### config.mk
export PLATFORM = sky130hd
export DESIGN_NAME = fetch_decode_stage
export DESIGN_NICKNAME = d
export VERILOG_FILES = /design/src/rtl/fetch_decode_stage.sv
export SDC_FILE = /design/constraint.sdc
export NUM_CORES = 1
export LEC_CHECK = 0
export ABC_AREA = 1
export BUFFER_PORTS_ARGS = -buffer_cell sky130_fd_sc_hd__buf_4
export CAP_MARGIN = 25
export CORE_ASPECT_RATIO = 1.4
export CORE_MARGIN = 1
export CORE_UTILIZATION = 40
export CTS_BUF_LIST = sky130_fd_sc_hd__clkbuf_8
export DETAILED_ROUTE_END_ITERATION = 6
export GPL_TIMING_DRIVEN = 0
export HOLD_SLACK_MARGIN = 0.03
export PLACE_DENSITY_LB_ADDON = 0.15
export RECOVER_POWER = 50
export SYNTH_ARGS = -nofsm -noshare
export SYNTH_HDL_FRONTEND = slang
export SYNTH_SLANG_ARGS = --single-unit
### constraint.sdc
create_clock -name clk -period 1.9 [get_ports clk]
set_input_delay 0.38 -clock clk [delete_from_list [all_inputs] [get_ports clk]]
set_output_delay 0.38 -clock clk [all_outputs]
set_load 0.005 [all_outputs]
### src/rtl/fetch_decode_stage.sv
// IF/ID front end: PC and fetch, IF/ID register, opcode decode into control
// lines, load-use stall with bubble insertion and taken-branch flush.
module fetch_decode_stage #(
  parameter int              PC_W     = 32,
  parameter logic [PC_W-1:0] RESET_PC = {PC_W{1'b0}},
  parameter int              CNT_W    = 16
) (
  input  logic             clk,
  input  logic             rst,
  output logic [PC_W-1:0]  imem_addr,
  input  logic [31:0]      imem_data,
  input  logic             branch_taken,
  input  logic [PC_W-1:0]  branch_target,
  input  logic             ex_mem_read,
  input  logic [4:0]       ex_rt,
  output logic [31:0]      instr,
  output logic [PC_W-1:0]  pc_id,
  output logic [1:0]       WBID,
  output logic [2:0]       MEID,
  output logic [3:0]       EXID,
  output logic             stall,
  output logic [CNT_W-1:0] stall_count
);

  localparam logic [5:0] OP_RTYPE = 6'b000000;
  localparam logic [5:0] OP_LW    = 6'b100011;
  localparam logic [5:0] OP_SW    = 6'b101011;
  localparam logic [5:0] OP_BEQ   = 6'b000100;
  localparam logic [5:0] OP_ADDI  = 6'b001000;

  logic [PC_W-1:0]  r_pc;
  logic [31:0]      r_instr;
  logic [PC_W-1:0]  r_pc_id;
  logic [CNT_W-1:0] r_stall_count;

  logic [5:0]       w_opcode;
  logic [1:0]       w_wb;
  logic [2:0]       w_me;
  logic [3:0]       w_ex;
  logic             w_uses_rt;
  logic             w_stall;
  logic [PC_W-1:0]  w_pc_plus4;

  assign w_opcode   = r_instr[31:26];
  assign w_pc_plus4 = r_pc + PC_W'(4);

  // Opcode decode; the all-zero word is a NOP even though it shares the R-type opcode.
  always_comb begin
    w_wb      = 2'b00;
    w_me      = 3'b000;
    w_ex      = 4'b0000;
    w_uses_rt = 1'b0;
    if (r_instr == 32'h0000_0000) begin
      w_uses_rt = 1'b0;
    end else begin
      case (w_opcode)
        OP_RTYPE: begin w_wb = 2'b11; w_ex = 4'b0100; w_uses_rt = 1'b1; end
        OP_LW:    begin w_wb = 2'b10; w_me = 3'b010; w_ex = 4'b1001; end
        OP_SW:    begin w_me = 3'b001; w_ex = 4'b0001; w_uses_rt = 1'b1; end
        OP_BEQ:   begin w_me = 3'b100; w_ex = 4'b0010; w_uses_rt = 1'b1; end
        OP_ADDI:  begin w_wb = 2'b11; w_ex = 4'b1001; end
        default:  begin w_wb = 2'b00; w_me = 3'b000; w_ex = 4'b0000; end
      endcase
    end
  end

  // Load-use hazard: a pending load whose destination feeds a source of the ID instruction.
  always_comb begin
    w_stall = 1'b0;
    if (ex_mem_read && (ex_rt != 5'd0)) begin
      w_stall = (ex_rt == r_instr[25:21]) || (w_uses_rt && (ex_rt == r_instr[20:16]));
    end else begin
      w_stall = 1'b0;
    end
  end

  // Control outputs, zeroed during a stall to push a bubble into ID/EX.
  always_comb begin
    WBID = 2'b00;
    MEID = 3'b000;
    EXID = 4'b0000;
    if (w_stall) begin
      WBID = 2'b00;
    end else begin
      WBID = w_wb;
      MEID = w_me;
      EXID = w_ex;
    end
  end

  // PC and IF/ID register: flush beats stall, stall beats normal fetch.
  always_ff @(posedge clk) begin
    if (rst) begin
      r_pc    <= RESET_PC;
      r_instr <= 32'h0000_0000;
      r_pc_id <= {PC_W{1'b0}};
    end else if (branch_taken) begin
      r_pc    <= branch_target;
      r_instr <= 32'h0000_0000;
      r_pc_id <= {PC_W{1'b0}};
    end else if (!w_stall) begin
      r_pc    <= w_pc_plus4;
      r_instr <= imem_data;
      r_pc_id <= w_pc_plus4;
    end else begin
      r_pc    <= r_pc;
      r_instr <= r_instr;
      r_pc_id <= r_pc_id;
    end
  end

  // Saturating count of stall cycles.
  always_ff @(posedge clk) begin
    if (rst) begin
      r_stall_count <= {CNT_W{1'b0}};
    end else if (w_stall && (r_stall_count != {CNT_W{1'b1}})) begin
      r_stall_count <= r_stall_count + CNT_W'(1);
    end else begin
      r_stall_count <= r_stall_count;
    end
  end

  assign imem_addr   = r_pc;
  assign instr       = r_instr;
  assign pc_id       = r_pc_id;
  assign stall       = w_stall;
  assign stall_count = r_stall_count;

endmodule

== Word level (Yosys, flattened, before mapping) ==
Cells that the tools add are included.
W data, S select, Z words.

* Flip-flop bits (word level): 112
* Bits of input ports: 73
* Output and inout port bits: 122
* Word-level logic and storage cells: 39

* $add $sub $neg: 2
* Equal/unequal tests: 8
* Mux-type cells: 14
* Reductions and logical operators: 11

{| class="wikitable"
|+ Operator list
! cell !! number
|-
| $mux W32 || 2
|-
| $add A32 B3 Y32 const B || 1
|-
| $logic_not A32 Y1 || 1
|-
| $add A16 B1 Y16 const B || 1
|-
| $ne A16 B16 Y1 const B || 1
|-
| $pmux W4 S4 || 1
|-
| $eq A6 B6 Y1 const B || 2
|-
| $eq A5 B5 Y1 || 2
|-
| $pmux W3 S3 || 1
|-
| $mux W4 || 2
|-
| $eq A6 B3 Y1 const B || 1
|-
| $eq A6 B4 Y1 const B || 1
|-
| $logic_not A6 Y1 || 1
|-
| $mux W3 || 2
|-
| $reduce_or A2 Y1 || 3
|-
| $reduce_bool A5 Y1 || 1
|-
| $mux W2 || 2
|-
| $pmux W2 S2 || 1
|-
| $logic_and A1 B1 Y1 || 3
|-
| $mux W1 || 3
|-
| $reduce_or A3 Y1 || 1
|-
| $ne A2 B2 Y1 const B || 1
|-
| $logic_or A1 B1 Y1 || 1
|}

== Logic depth before layout (Yosys ltp) ==
Gate-level depths: netlist of run 1.

* Word-level depth: 9
* Gate-level depth with buffers: 15
* Depth with buffers taken out: 14

== Least setup slack after synthesis of run 1 ==
OpenSTA, ideal clock, no wires.

* Path kind: register to register
* Start point: register r_pc[2] (netlist: imem_addr[2])
* End point: register r_pc[28] (netlist: imem_addr[28])
* Library setup time: 0.132 ns
* Data arrival time: 1.613 ns
* Data required time: 1.768 ns
* Setup slack: 0.155 ns
* Cell stages (with the launch flop): 13
* Buffers on the path: 0
* Clock period less this slack: 1.745 ns
* Path through: dfxtp_1 -> ha_1 -> nand3_1 -> inv_1 -> nand2_1 -> nor2_1 -> nand2_1 -> nand2_1 -> nand2_1 -> nand2_1 -> nand2_1 -> nand2_1 -> a21oi_1

* Longest elaborated chain between the ends: 3

{| class="wikitable"
|+ Ends and longest elaborated chain
! what !! line !! RTL
|-
| start, declared || 31 || <nowiki>logic [PC_W-1:0] r_pc;</nowiki>
|-
| start signal, assigned || 98 || <nowiki>r_pc <= branch_target;</nowiki>
|-
| start signal, assigned || 102 || <nowiki>r_pc <= w_pc_plus4;</nowiki>
|-
| start signal, assigned || 106 || <nowiki>r_pc <= r_pc;</nowiki>
|-
| $add A32 B3 Y32 || 45 || <nowiki>assign w_pc_plus4 = r_pc + PC_W'(4);</nowiki>
|-
| $mux W32 || 101 || <nowiki>end else if (!w_stall) begin</nowiki>
|-
| $mux W32 || 97 || <nowiki>end else if (branch_taken) begin</nowiki>
|}

Every way passes these cells. The select of a mux whose other input is x is not followed.
A chain may end at the register's enable or synchronous reset.

== Final worst setup path of run 1 ==
* Start point: register r_instr[29] (netlist: instr[29])
* End point: output port MEID[2]

* Longest elaborated chain between the ends: 8
* Elaborated cells on any way between the ends: 14
* Those cells by class: eq/ne (3); mux (6); reduce/logical (5)

{| class="wikitable"
|+ Ends and longest elaborated chain
! what !! line !! RTL
|-
| start, declared || 32 || <nowiki>logic [31:0] r_instr;</nowiki>
|-
| start signal, assigned || 103 || <nowiki>r_instr <= imem_data;</nowiki>
|-
| start signal, assigned || 107 || <nowiki>r_instr <= r_instr;</nowiki>
|-
| $eq A6 B3 Y1, or another cell as far along || 56 || <nowiki>case (w_opcode)</nowiki>
|-
| $reduce_or A3 Y1 (no source line) || - ||
|-
| $mux W1 || 56 ||
|-
| $mux W1 || 53 || <nowiki>if (r_instr == 32'h0000_0000) begin</nowiki>
|-
| $logic_and A1 B1 Y1 || 71 || <nowiki>w_stall = (ex_rt == r_instr[25:21]) || (w_uses_rt && (ex_rt == r_instr[20:16]));</nowiki>
|-
| $logic_or A1 B1 Y1 || 71 ||
|-
| $mux W1 || 70 || <nowiki>if (ex_mem_read && (ex_rt != 5'd0)) begin</nowiki>
|-
| $mux W3 (*) || 82 || <nowiki>if (w_stall) begin</nowiki>
|-
| end, declared || 19 || <nowiki>output logic [2:0] MEID,</nowiki>
|}

Every way passes the cells marked *; elsewhere a longest branch is shown, timed or not.

==> impl_summary.md, run 1 <==
Outcome
The run finished, with violations left. The final reports fail on negative setup slack.

Timing
The top achievable clock speed is roughly 0.43 GHz. Between clock sinks in the finished design, the worst skew comes to 16.5 ps. The setup-violating endpoint count in the final report is 110. In the post-route analysis, the smallest setup slack over all paths is -449 ps. The hold violation count in the final report is 0.

The number of slew-limit violations in the final report came to 0. Setup repair after global routing could not meet its margin everywhere. The post-route clock period utilization is 1.24. The routed design could run at a clock period as short as around 2300 ps. The measured slew at the worst slew-check pin is 721 ps. Headroom to the max-slew limit came out at 0.520.

Worst setup path
The critical path goes through nor2_4, nand4_1, nor2_2, nand2_2, nand2_2, nand2_4, nand2_8, inv_8, nor3b_2, buf_4. The critical register-to-register path endpoint is instr[26]. The critical path required time is about 1500 ps. The most numerous cell on the critical path is sky130_fd_sc_hd__nand2_2. At the worst endpoint, the arrival time is about 2000 ps.

The slack of the worst reg-to-reg path is -350 ps. The maximum fanout along the worst path is 8. The worst flop-to-flop path startpoint is instr[30].

The worst setup path is captured at an output pin. The critical path starts at instr[29]. The worst setup path is launched from a flop. The number of cells traversed by the worst register-to-register path is 20. For this run, the slowest stage of the critical path takes 380 ps. The path type of the worst setup path is reg -> out. On the critical path, the stage with the largest delay is an instance of sky130_fd_sc_hd__dfxtp_4.

Place
At the end of routability-driven placement, the weighted congestion stood at 0.928. The count of input and output buffers is about 190. Summing all placed instances gives a cell area of 7710 um^2. The instance count after placement with tap cells included is around 1.3k. The post-detailed-placement half-perimeter wirelength is ~15 mm.

Routing
The DRC violations left is 0. The wire length per cell after detailed routing is 15.5 um. The number of search-and-repair iterations in the first detailed-routing pass is 5. The ratio of routed vias to standard cells is between 4 and 5. The total vias in the final route is approximately 6.9k. The detailed-route wire length is about 21 mm. The detail route stage leaves a number of antenna-violating nets equal to 0. After the first detailed-routing iteration, the DRC count stood at 468.

Floorplanning
The initial cell density of the core is 0.413. The core outline area is between 10000 and 15000 um^2. The I/O pin total is ~200.

The die outline width is roughly 110 um. In this run the core area contains 52 standard-cell rows. The chip height is 147 um. The floorplan step defined a die boundary enclosing between 15000 and 20000 um^2.

Pwr
The clock network fraction of total power is 0.324. The design draws between 5000 and 6000 uW. The net switching component of the power is roughly 1500 uW. The combinational share of power is 0.179. Summed over all cells, the static leakage comes to 0.00412 uW. Of the total power, the share spent switching nets is 0.285. The worst vdd rail ir drop is about 350 uV. The internal power is between 3000 and 4000 uW. The power density over cell area is approximately 580 nW/um^2. The share of total power dissipated in sequential elements is 0.498.

CTS
The maximum clock path buffer count is 2. After clock tree synthesis, the clock-pin slew on the worst setup and hold paths is between 100 and 150 ps. The total of hold buffers inserted after clock tree synthesis is 0.

For the worst-skew pair, the clock arrives at the later sink with an insertion delay of roughly 390 ps. The CTS tree is done. The H-tree depth is 3. The root buffer cell is sky130_fd_sc_hd__clkbuf_8. The clock sink total is roughly 110. The number of clock buffers added by TritonCTS is 9.

Synth
The async set-or-reset flop fraction in the synthesized netlist is 0. The number of distinct standard cells referenced by the synthesized netlist is 30. Of the synthesized area, sequential elements account for 0.372. The synthesized netlist occupies a cell area of about 6000 um^2. The number of enable flip-flop cells after synthesis is 0.

In the synthesized netlist the dominant register cell turns out to be sky130_fd_sc_hd__dfxtp_1. The count of mapped cells out of synthesis is 932. The net count after synthesis is a little over 1k.

The average footprint of a synthesized cell is roughly 6.5 um^2. In this run, synthesis produced a sequential element count of approximately 110. During synthesis, Yosys emitted a total of 0 warnings.

Finish
The filler cells instantiated in the layout total 1450. The sequential cells in the finished layout cover a total of 2270 um^2. After routing the design area is between 8000 and 9000 um^2. The multi-input combinational cells in the finished layout cover a total of between 3000 and 4000 um^2. In the layout the commonest cells are sky130_fd_sc_hd__nand2_1, sky130_fd_sc_hd__buf_4, sky130_fd_sc_hd__dfxtp_1. The finished layout holds ~1.4k standard cells, fillers aside. Relative to the synthesized area, the layout overhead comes to 46.9%. The most common library cell in the layout ignoring fill and taps is sky130_fd_sc_hd__nand2_1. The count of antenna diodes in the layout is 0.

In the final layout, the share of cells above drive strength 1 is 0.306. The total number of nets in the final design is between 1k and 1.5k.

Global route
In the global route stage, overall resource usage came out at 0.270. For this run the aggregate overflow at the end of global routing stands at 0. The maximum number of pins on one net before global-route repair is 20. The number of global-route vias before repair is roughly 6.6k. The first global-routing pass estimated approximately 33 mm of wire. The number of antenna violations at the first check in global routing is 0.

Run
Across the run, the number of max-cap violations was 0.

Worst hold path
The beginning of the worst hold path is imem_data[0]. The hold-critical path depth is 3. The worst hold path belongs to the class in -> reg. The worst hold path terminates at instr[0].
[state kept, by name, summed over array words and instances (netlist names)]
register / count
imem_addr: 32
pc_id: 32
stall_count: 16
instr: 32
[worst max-delay path, delay by kind of cell (launching register included)]
family                 cells  cell delay, ps
buffers and inverters      2             190
and+or+nand+nor            8            1000
DFF                        1             380
[cells in the mapped netlist (all sizes together) (11+ instances only)]
master	count	area [um^2]
nand2	436	1650
dfxtp	112	2240
nor2	94	387
nand4	52	325
inv	46	173
a21oi	45	225
nand3	34	205
buf	26	219
clkbuf	19	71.3
xnor2	15	131
nand3b	14	105
xor2	14	123
o21ai	11	55.1
[power by group through the flow]
stage / sequential (uW) / combinational [uW] / clock, uW
6_report: 2550 / 918 / 1660
5_1_grt: 2570 / 1000 / 1790
4_1_cts: 2550 / 884 / 1700
3_5_place_dp: 2600 / 754 / 0
3_3_place_gp: 2600 / 748 / 0
2_1_floorplan: 2580 / 359 / 0
[worst max-delay path by stage]
stage                          endpoint  slack [ps]  cells past startpoint
after floorplan           imem_addr[28]         150                     12
after global placement    imem_addr[28]        -740                     11
after detailed placement  imem_addr[28]        -730                     11
after CTS                       EXID[2]        -400                     10
after global routing            WBID[0]        -540                     12
final                           MEID[2]        -450                     10
[area by class of cell]
type / count / share of cell area
Clock inverter: 7 / 0.0116
Sequential cell: 112 / 0.257
Buffer: 44 / 0.0427
Tap cell: 189 / 0.0267
Timing Repair Buffer: 242 / 0.221
Multi-Input combinational cell: 731 / 0.407
Inverter: 46 / 0.0204
Clock buffer: 9 / 0.0140
[layer usage]
layer | global-route usage | wire length (um) | up-vias
met5 | 0 | 0 | -
met4 | 0.0889 | 588 | 0
met3 | 0.0586 | 1270 | 40
met2 | 0.504 | 11300 | 227
met1 | 0.300 | 8230 | 3150
li1 | - | - | 3478
[logic make-up (layout without fill, tap and decap cells)]
family	Yosys count	after routing	synth area share
AND/OR/NAND/NOR	641	643	0.456
flip-flops	112	112	0.372
buffers and inverters	91	348	0.0769
AO/OA/AOI/OAI	57	57	0.0480
XOR/XNOR	29	29	0.0422
adder cells (fa/ha/maj)	2	2	0.00415
[metrics by stage]
step | setup WS (ps) | hold WS [ps] | TNS, ps | util
floorplan | 155 | 440 | 0 | -
global placement | -738 | 430 | -29210 | 0.529
detailed placement | -734 | 433 | -29770 | 0.529
CTS | -397 | 152 | -14590 | 0.593
global route | -542 | 158 | -36600 | 0.607
finish | -449 | 165 | -20410 | 0.607
[timing repair]
| action | 4_1_cts | 5_1_grt |
|---|---|---|
| resized for setup | 115 | 41 |
| gates cloned | 5 | 3 |
| setup buffers | 33 | 9 |
| pin swaps | 36 | 22 |
| setup endpoints to repair | 117 | 119 |
No activity file was read; power rests on OpenSTA's default activity.
==> inputs of run 2 (changes only) <==
- ABC_AREA: 1 -> 0
==> impl_summary.md, run 2 <==
Synth
Commonest cells in the synthesized netlist: sky130_fd_sc_hd__dfxtp_1, sky130_fd_sc_hd__nand2_1, sky130_fd_sc_hd__nor2_1, sky130_fd_sc_hd__a21oi_1, sky130_fd_sc_hd__a211oi_1 (was sky130_fd_sc_hd__nand2_1, sky130_fd_sc_hd__dfxtp_1, sky130_fd_sc_hd__nor2_1, sky130_fd_sc_hd__nand4_1). The xor-xnor portion of the synthesized cell area was 0.110 (was 0.0422). The most frequently used cell type in the post-synthesis netlist is sky130_fd_sc_hd__dfxtp_1 (was sky130_fd_sc_hd__nand2_1). The share of synthesized area spent on multiplexers is 0.0178 (was 0). The average footprint of a synthesized cell came to 8.14 um^2 (was 6.46 um^2). The async set-or-reset flop fraction in the synthesized netlist came to 0 (unchanged). The count of mapped cells out of synthesis was 665 (was 932). The simple-gate area share of the yosys netlist was 0.243 (was 0.456). The area share of the largest cell type after synthesis is 0.414 (was 0.372). The dominant register cell in the synthesized netlist is sky130_fd_sc_hd__dfxtp_1 (unchanged). The post-synthesis instance area is 5410 um^2 (was 6020 um^2). The dominant combinational cell family by area after synthesis is simple AND/OR/NAND/NOR gates (unchanged). The net count after synthesis was 740 (was 1007).

The adder and majority cell fraction of the synthesized area is 0.00462 (was 0.00416). The post-synthesis sequential area ratio came to 0.414 (was 0.372). The cell taking the most area after synthesis was sky130_fd_sc_hd__dfxtp_1 (unchanged). The number of distinct standard cells referenced by the synthesized netlist came to 47 (was 30). The warning count from the yosys run was 0 (unchanged). The number of register bits inferred by synthesis came to 112 (unchanged).

The number of enable flip-flop cells after synthesis was 0 (unchanged). The compound-gate portion of the synthesized area came to 0.158 (was 0.0480). Most area-consuming cells after synthesis: sky130_fd_sc_hd__dfxtp_1, sky130_fd_sc_hd__nand2_1, sky130_fd_sc_hd__a21oi_1 (was sky130_fd_sc_hd__dfxtp_1, sky130_fd_sc_hd__nand2_1, sky130_fd_sc_hd__nor2_1).

Finish
The share of the core filled with cells is 0.669 (was 0.607). The number of standard cells in the final layout excluding fillers is 1123 (was 1380). The layout overhead on the synthesized area came to 60.6% (was 46.9%). The filler cell count is 1068 (was 1450). The area of the multi-input gates is 3300 um^2 (was 3600 um^2). Top library cells by usage in the layout, fill and taps aside: sky130_fd_sc_hd__buf_4, sky130_fd_sc_hd__nand2_1, sky130_fd_sc_hd__dfxtp_1 (was sky130_fd_sc_hd__nand2_1, sky130_fd_sc_hd__buf_4, sky130_fd_sc_hd__dfxtp_1). The most common library cell in the layout ignoring fill and taps was sky130_fd_sc_hd__buf_4 (was sky130_fd_sc_hd__nand2_1). The combined flip-flop and latch cell area is 2330 um^2 (was 2270 um^2).

The count of antenna diodes in the layout came to 0 (unchanged). The layout cell share with drive strength beyond 1 came to 0.450 (was 0.306). The total number of nets in the final design is 1015 (was 1261).

Worst setup path
The biggest cell delay along the critical path was 420 ps (was 380 ps). The number of buffers and inverters on the critical path is 3 (was 2). The sort of element at the end of the critical path is an output pin (unchanged). The type of element launching the critical path is a flop (unchanged). The critical path's slowest cell is sky130_fd_sc_hd__or4_4 (was sky130_fd_sc_hd__dfxtp_4). The critical register-to-register path endpoint was stall_count[13] (was instr[26]). The path type of the worst setup path is reg -> out (unchanged). The number of cells traversed by the worst register-to-register path is 8 (was 20). The critical path's top delay family is simple AND/OR/NAND/NOR gates (unchanged). The slack of the worst reg-to-reg path was -320 ps (was -350 ps). The worst flop-to-flop path startpoint is instr[31] (was instr[30]).

Sequence of cells on the critical path: or3_4, o22ai_2, and3_4, o21ai_4, inv_2, or4_4, buf_8, nor2_2, buf_4 (was nor2_4, nand4_1, nor2_2, nand2_2, nand2_2, nand2_4, nand2_8, inv_8, nor3b_2, buf_4). The launching instance or port of the critical path is instr[26] (was instr[29]). The critical path required time is 1520 ps (about the same). The maximum fanout along the worst path is 6 (was 8). The critical path arrival is 2230 ps (was 1970 ps).

Pwr
The leakage dissipation is 0.00370 uW (was 0.00412 uW). The worst vdd rail ir drop was 361 uV (was 347 uV). The combinational share of power is 0.182 (was 0.179). The net switching component of the power is 1390 uW (was 1460 uW). The power density over cell area came to 569 nW/um^2 (was 580 nW/um^2). The clock network fraction of total power is 0.299 (was 0.324). The internal power came to 3560 uW (was 3670 uW).

The switching power share of the total is 0.281 (was 0.285). The sequential fraction of design power is 0.520 (was 0.498).

Routing
The detailed-route wire length was 19.1 mm (was 21.4 mm). The number of search-and-repair iterations in the first detailed-routing pass is 5 (unchanged). The number of violations reported at the end of detailed-routing iteration 0 is 194 (was 468).

The DRC violations left came to 0 (unchanged). The ratio of routed vias to standard cells is 5.26 (was 5.00). The count of antenna-violating nets left after detailed routing was 0 (unchanged).

The wire length per cell after detailed routing is 17.0 um (was 15.5 um). The total vias in the final route is 5903 (was 6895).

Global route
The met3 layer usage reported by global route came to 0.0392 (was 0.0586). The number of antenna violations at the first check in global routing is 0 (unchanged). The global-route wire length before repair is 29.8 mm (was 33.2 mm). The most used routing layer in global routing is met2 (unchanged).

The met1 track utilization from global routing is 0.293 (was 0.300). The number of global-route vias before repair was 5936 (was 6554). The maximum number of pins on one net before global-route repair is 19 (was 20). The global-route congestion overflow total came to 0 (unchanged). The global-route total usage across every layer is 0.272 (was 0.270). The global routing met2 resource utilization is 0.501 (was 0.504).

CTS
The H-tree depth is 3 (unchanged). The clock buffer count from CTS came to 9 (unchanged). The clock latency on the worst-skew pair was 390 ps (about the same).

The clock sink total came to 112 (unchanged). The CTS tree is done (unchanged). The root buffer cell was sky130_fd_sc_hd__clkbuf_8 (unchanged). The maximum clock path buffer count is 2 (unchanged). The clock slew seen by the registers of the worst setup and hold paths is 110 ps (was 120 ps).

Floorplanning
The chip height is 140 um (was 147 um). The floorplan row count is 49 (was 52). The initial cell density of the core is 0.416 (was 0.413). The I/O pin total is 195 (unchanged). The core outline area is 13000 um^2 (was 14600 um^2). The die outline width was 100 um (was 106 um). The area of the die is 14000 um^2 (was 15600 um^2).

Timing
The minimum clock period after layout is 2610 ps (was 2350 ps). Setup repair after global routing missed its margin: true (unchanged). The setup-violating endpoint count in the final report was 109 (was 110). The post-route clock period utilization is 1.37 (was 1.24). The hold violation count in the final report is 0 (unchanged). The clock skew after layout is 12.9 ps (was 16.5 ps). The top achievable clock speed is 0.383 GHz (was 0.426 GHz). The number of slew-limit violations in the final report is 0 (unchanged). The worst setup slack after layout came to -708 ps (was -449 ps). The worst slew margin relative to its limit was 0.534 (was 0.520).

The measured slew at the worst slew-check pin is 697 ps (was 721 ps).

Place
The count of input and output buffers is 193 (was 194). The post-detailed-placement half-perimeter wirelength is 13.3 mm (was 15.5 mm). The instance count after placement with tap cells included came to 1036 (was 1315). The global placer's final weighted congestion is 0.840 (was 0.928).

Worst hold path
The beginning of the worst hold path is imem_data[31] (was imem_data[0]). The worst min-delay path class is in -> reg (unchanged). The hold-critical path depth is 3 (unchanged).

The destination of the worst hold path is instr[31] (was instr[0]).

Outcome
Result of the run: complete, but fails checks (unchanged). Violated checks: negative setup slack (unchanged).

Run
The total of max-cap violations was 0 (unchanged).
run 2: changes by cell type after synthesis, moves of 19 or more:
cell / previous run / this run
sky130_fd_sc_hd__inv_1: 45 / 15
sky130_fd_sc_hd__nand2_1: 433 / 88
sky130_fd_sc_hd__nor2_1: 88 / 68
sky130_fd_sc_hd__xnor2_1: 15 / 35
sky130_fd_sc_hd__nand4_1: 52 / 11
sky130_fd_sc_hd__a211oi_1: 0 / 39
sky130_fd_sc_hd__xor2_1: 14 / 33
run 2: area by class of cell:
cell class / count / area share
Sequential cell: 112 / 0.269
Tap cell: 178 / 0.0256
Timing Repair Buffer: 267 / 0.249
Buffer: 45 / 0.0479
Clock inverter: 7 / 0.00820
Clock buffer: 9 / 0.0142
Inverter: 16 / 0.00691
Multi-Input combinational cell: 489 / 0.380
run 2: worst max path at each step:
stage / end / slack (ps) / depth (start not counted)
global route: EXID[3] / -780 / 9
floorplan: EXID[0] / -500 / 7
finish: WBID[0] / -710 / 9
detailed placement: EXID[0] / -920 / 9
global placement: EXID[0] / -880 / 9
CTS: EXID[0] / -680 / 9
run 2: worst min-delay path, stage by stage:
cell and delay (ps):
sky130_fd_sc_hd__buf_4 110, sky130_fd_sc_hd__nand2_1 40, sky130_fd_sc_hd__a21oi_1 50
run 2: timing repair:
item / in CTS / in global routing
resized for setup: 140 / 34
setup buffers: 60 / 11
gates cloned: 4 / 0
pin swaps: 65 / 7
hold buffers: 0 / 0
endpoints found under the setup margin: 116 / 119
run 2: stage by stage:
stage               TNS, ps  setup WS (ps)  hold slack, ps  total power, uW  cell area [um^2]
floorplan             -7170           -496             445             2950              5580
global placement     -57460           -879             446             3350              7250
detailed placement   -67010           -919             451             3370              7250
CTS                  -14650           -676             206             4920              8530
global route         -27200           -775             222             5160              8690
finish               -16950           -708             216             4940              8690
run 2: metal layers:
| layer | part of all wire | wire, um | vias to the layer above |
|---|---|---|---|
| met3 | 0.060 | 1140 | 56 |
| met2 | 0.52 | 9870 | 239 |
| li1 | - | - | 2846 |
| met1 | 0.38 | 7250 | 2762 |
| met5 | 0 | 0 | - |
| met4 | 0.042 | 808 | 0 |
run 2: kinds of logic (layout without fill, tap and decap cells):
kind of cell    Yosys count  after routing
flops                   112            112
buf+inv                  64            344
xor+xnor                 68             68
compound gates          138            138
mux                       9              9
simple gates            272            272
fa+ha+maj                 2              2
run 2: power groups by stage:
stage | sequential, uW | clock (uW) | combinational [uW]
CTS | 2570 | 1490 | 856
finish | 2570 | 1480 | 898
global route | 2580 | 1600 | 971
global placement | 2630 | 0 | 727
detailed placement | 2630 | 0 | 740
floorplan | 2610 | 0 | 338
==> inputs of run 3 (changes only) <==
- ABC_CLOCK_PERIOD_IN_PS: unset -> 1900
- CELL_PAD_IN_SITES_DETAIL_PLACEMENT: unset -> 1
- CELL_PAD_IN_SITES_GLOBAL_PLACEMENT: unset -> 2
- CORE_UTILIZATION: 40 -> 29
- CTS_CLUSTER_DIAMETER: unset -> 150
==> impl_summary.md, run 3 (synthesis gave the netlist of run 2 again) <==
Floorplanning
The area of the die is 19200 um^2 (was 14000 um^2). The die outline width is 117 um (was 100 um). The initial cell density of the core is 0.298 (was 0.416).

The I/O pin total is 195 (unchanged). The chip height was 164 um (was 140 um). The core outline area is 18100 um^2 (was 13000 um^2). The floorplan row count is 58 (was 49).

Timing
The setup-violating endpoint count in the final report came to 116 (was 109). The worst setup slack after layout is -724 ps (was -708 ps). The clock skew after layout is 11.8 ps (was 12.9 ps). The hold violation count in the final report is 0 (unchanged).

The minimum clock period after layout is 2620 ps (was 2610 ps). The measured slew at the worst slew-check pin is 769 ps (was 697 ps). Setup repair after global routing missed its margin: true (unchanged). The post-route clock period utilization was 1.38 (was 1.37).

The worst slew margin relative to its limit came to 0.485 (was 0.534). The top achievable clock speed came to 0.381 GHz (was 0.383 GHz). The number of slew-limit violations in the final report is 0 (unchanged).

Global route
The global-route congestion overflow total came to 0 (unchanged). The maximum number of pins on one net before global-route repair is 19 (unchanged). The number of global-route vias before repair came to 6116 (was 5936). The global-route total usage across every layer came to 0.218 (was 0.272). The global-route wire length before repair is 32.6 mm (was 29.8 mm).

The number of antenna violations at the first check in global routing is 0 (unchanged).

Worst setup path
The type of element launching the critical path is an input pin (was flop). The critical path required time came to 1520 ps (about the same). The sort of element at the end of the critical path was an output pin (unchanged). The path type of the worst setup path is in -> out (was reg -> out). The maximum fanout along the worst path is 6 (unchanged). The critical path arrival was 2240 ps (was 2230 ps).

CTS
The H-tree depth was 3 (unchanged). The clock buffer count from CTS was 9 (unchanged). The root buffer cell is sky130_fd_sc_hd__clkbuf_8 (unchanged). The clock latency on the worst-skew pair came to 400 ps (was 390 ps).

The maximum clock path buffer count is 2 (unchanged). The clock slew seen by the registers of the worst setup and hold paths is 110 ps (about the same). The CTS tree was done (unchanged). The total of hold buffers inserted after clock tree synthesis is 0 (unchanged). The clock sink total is 112 (unchanged).

Pwr
The leakage dissipation is 0.00343 uW (was 0.00370 uW). The power density over cell area was 586 nW/um^2 (was 569 nW/um^2). The total design power is 4800 uW (was 4940 uW). The worst vdd rail ir drop was 278 uV (was 361 uV).

Routing
The count of antenna-violating nets left after detailed routing came to 0 (unchanged). The number of violations reported at the end of detailed-routing iteration 0 came to 137 (was 194). The DRC violations left is 0 (unchanged).

The detailed-route wire length is 21.2 mm (was 19.1 mm). The total vias in the final route is 5787 (was 5903). The wire length per cell after detailed routing is 18.5 um (was 17.0 um). The number of search-and-repair iterations in the first detailed-routing pass is 4 (was 5). The ratio of routed vias to standard cells came to 5.05 (was 5.26).

Worst hold path
The worst min-delay path class is in -> reg (unchanged).

Finish
The count of antenna diodes in the layout is 0 (unchanged). Top library cells by usage in the layout, fill and taps aside: sky130_fd_sc_hd__buf_4, sky130_fd_sc_hd__nand2_1, sky130_fd_sc_hd__dfxtp_1 (unchanged). The most common library cell in the layout ignoring fill and taps is sky130_fd_sc_hd__buf_4 (unchanged).

The layout cell share with drive strength beyond 1 is 0.409 (was 0.450). The layout overhead on the synthesized area is 51.4% (was 60.6%). The total number of nets in the final design is 976 (was 1015). The filler cell count is 2169 (was 1068). The number of standard cells in the final layout excluding fillers is 1146 (was 1123).

Place
The global placer's final weighted congestion is 0.788 (was 0.840). The instance count after placement with tap cells included came to 1098 (was 1036). The count of input and output buffers is 193 (unchanged).

The post-detailed-placement half-perimeter wirelength is 15.8 mm (was 13.3 mm).

Run
The total of max-cap violations came to 0 (unchanged).

Outcome
Result of the run: complete, but fails checks (unchanged). Violated checks: negative setup slack (unchanged).
## run 3: cell count changes in the layout (fill, tap and decap cells not counted), moves of 5 or more
| cell | previous run | this run |
|---|---|---|
| sky130_fd_sc_hd__clkbuf_8 | 21 | 13 |
| sky130_fd_sc_hd__nand3_2 | 18 | 2 |
| sky130_fd_sc_hd__buf_6 | 17 | 8 |
| sky130_fd_sc_hd__nand3_1 | 17 | 34 |
| sky130_fd_sc_hd__buf_4 | 219 | 205 |
| sky130_fd_sc_hd__clkbuf_4 | 29 | 34 |
## run 3: worst max-delay path, stage by stage
cell and delay, ps:
sky130_fd_sc_hd__buf_4 140, sky130_fd_sc_hd__or4_1 510, sky130_fd_sc_hd__o21a_2 250, sky130_fd_sc_hd__o21ai_4 80, sky130_fd_sc_hd__inv_2 80, sky130_fd_sc_hd__or4_4 420
sky130_fd_sc_hd__buf_8 150, sky130_fd_sc_hd__a21oi_2 110, sky130_fd_sc_hd__buf_4 120
## run 3: layout make-up
type                            count  area (um^2)  share of cell area
Sequential cell                   112         2330               0.285
Tap cell                          240          300              0.0366
Clock inverter                      7         47.5             0.00580
Inverter                           16         60.1             0.00733
Buffer                             47          360              0.0440
Clock buffer                        9          124              0.0151
Multi-Input combinational cell    489         3280               0.400
Timing Repair Buffer              226         1690               0.206
## run 3: power breakdown
group | internal, uW | switching (uW) | total [uW]
logic | 453 | 391 | 844
registers | 2450 | 137 | 2580
clock network | 481 | 892 | 1370
total | 3380 | 1420 | 4800
## run 3: stage by stage
| step | setup slack, ps | hold WS (ps) | utilization | TNS (ps) | instance area, um^2 |
|---|---|---|---|---|---|
| 2_1_floorplan | -496 | 445 | - | -7170 | 5580 |
| 6_report | -724 | 212 | 0.452 | -26960 | 8200 |
| 4_1_cts | -782 | 185 | 0.436 | -25250 | 7900 |
| 5_1_grt | -808 | 198 | 0.452 | -36240 | 8200 |
| 3_3_place_gp | -900 | 447 | 0.404 | -62130 | 7330 |
| 3_5_place_dp | -904 | 456 | 0.404 | -63130 | 7330 |
## run 3: metal layers
layer  GRT usage  up-vias  part of all wire
met5           0        -                 0
met4      0.0950        0             0.034
met3      0.0485       45             0.053
met2       0.407      167              0.52
met1       0.236     2814              0.39
li1            -     2761                 -
## run 3: timing repair
item	CTS	global route
cloned	0	1
resized for setup	87	50
buffers inserted	22	10
setup endpoints to repair	120	120
pin swaps	15	10
## run 3: final timing paths
check / cells past startpoint / start / slack, ps / end
max: 9 / ex_rt[1] / -720 / EXID[3]
min: 3 / imem_data[31] / 210 / instr[31]
max reg2reg: 8 / instr[26] / -350 / stall_count[13]
min reg2reg: 2 / pc_id[3] / 470 / pc_id[3]
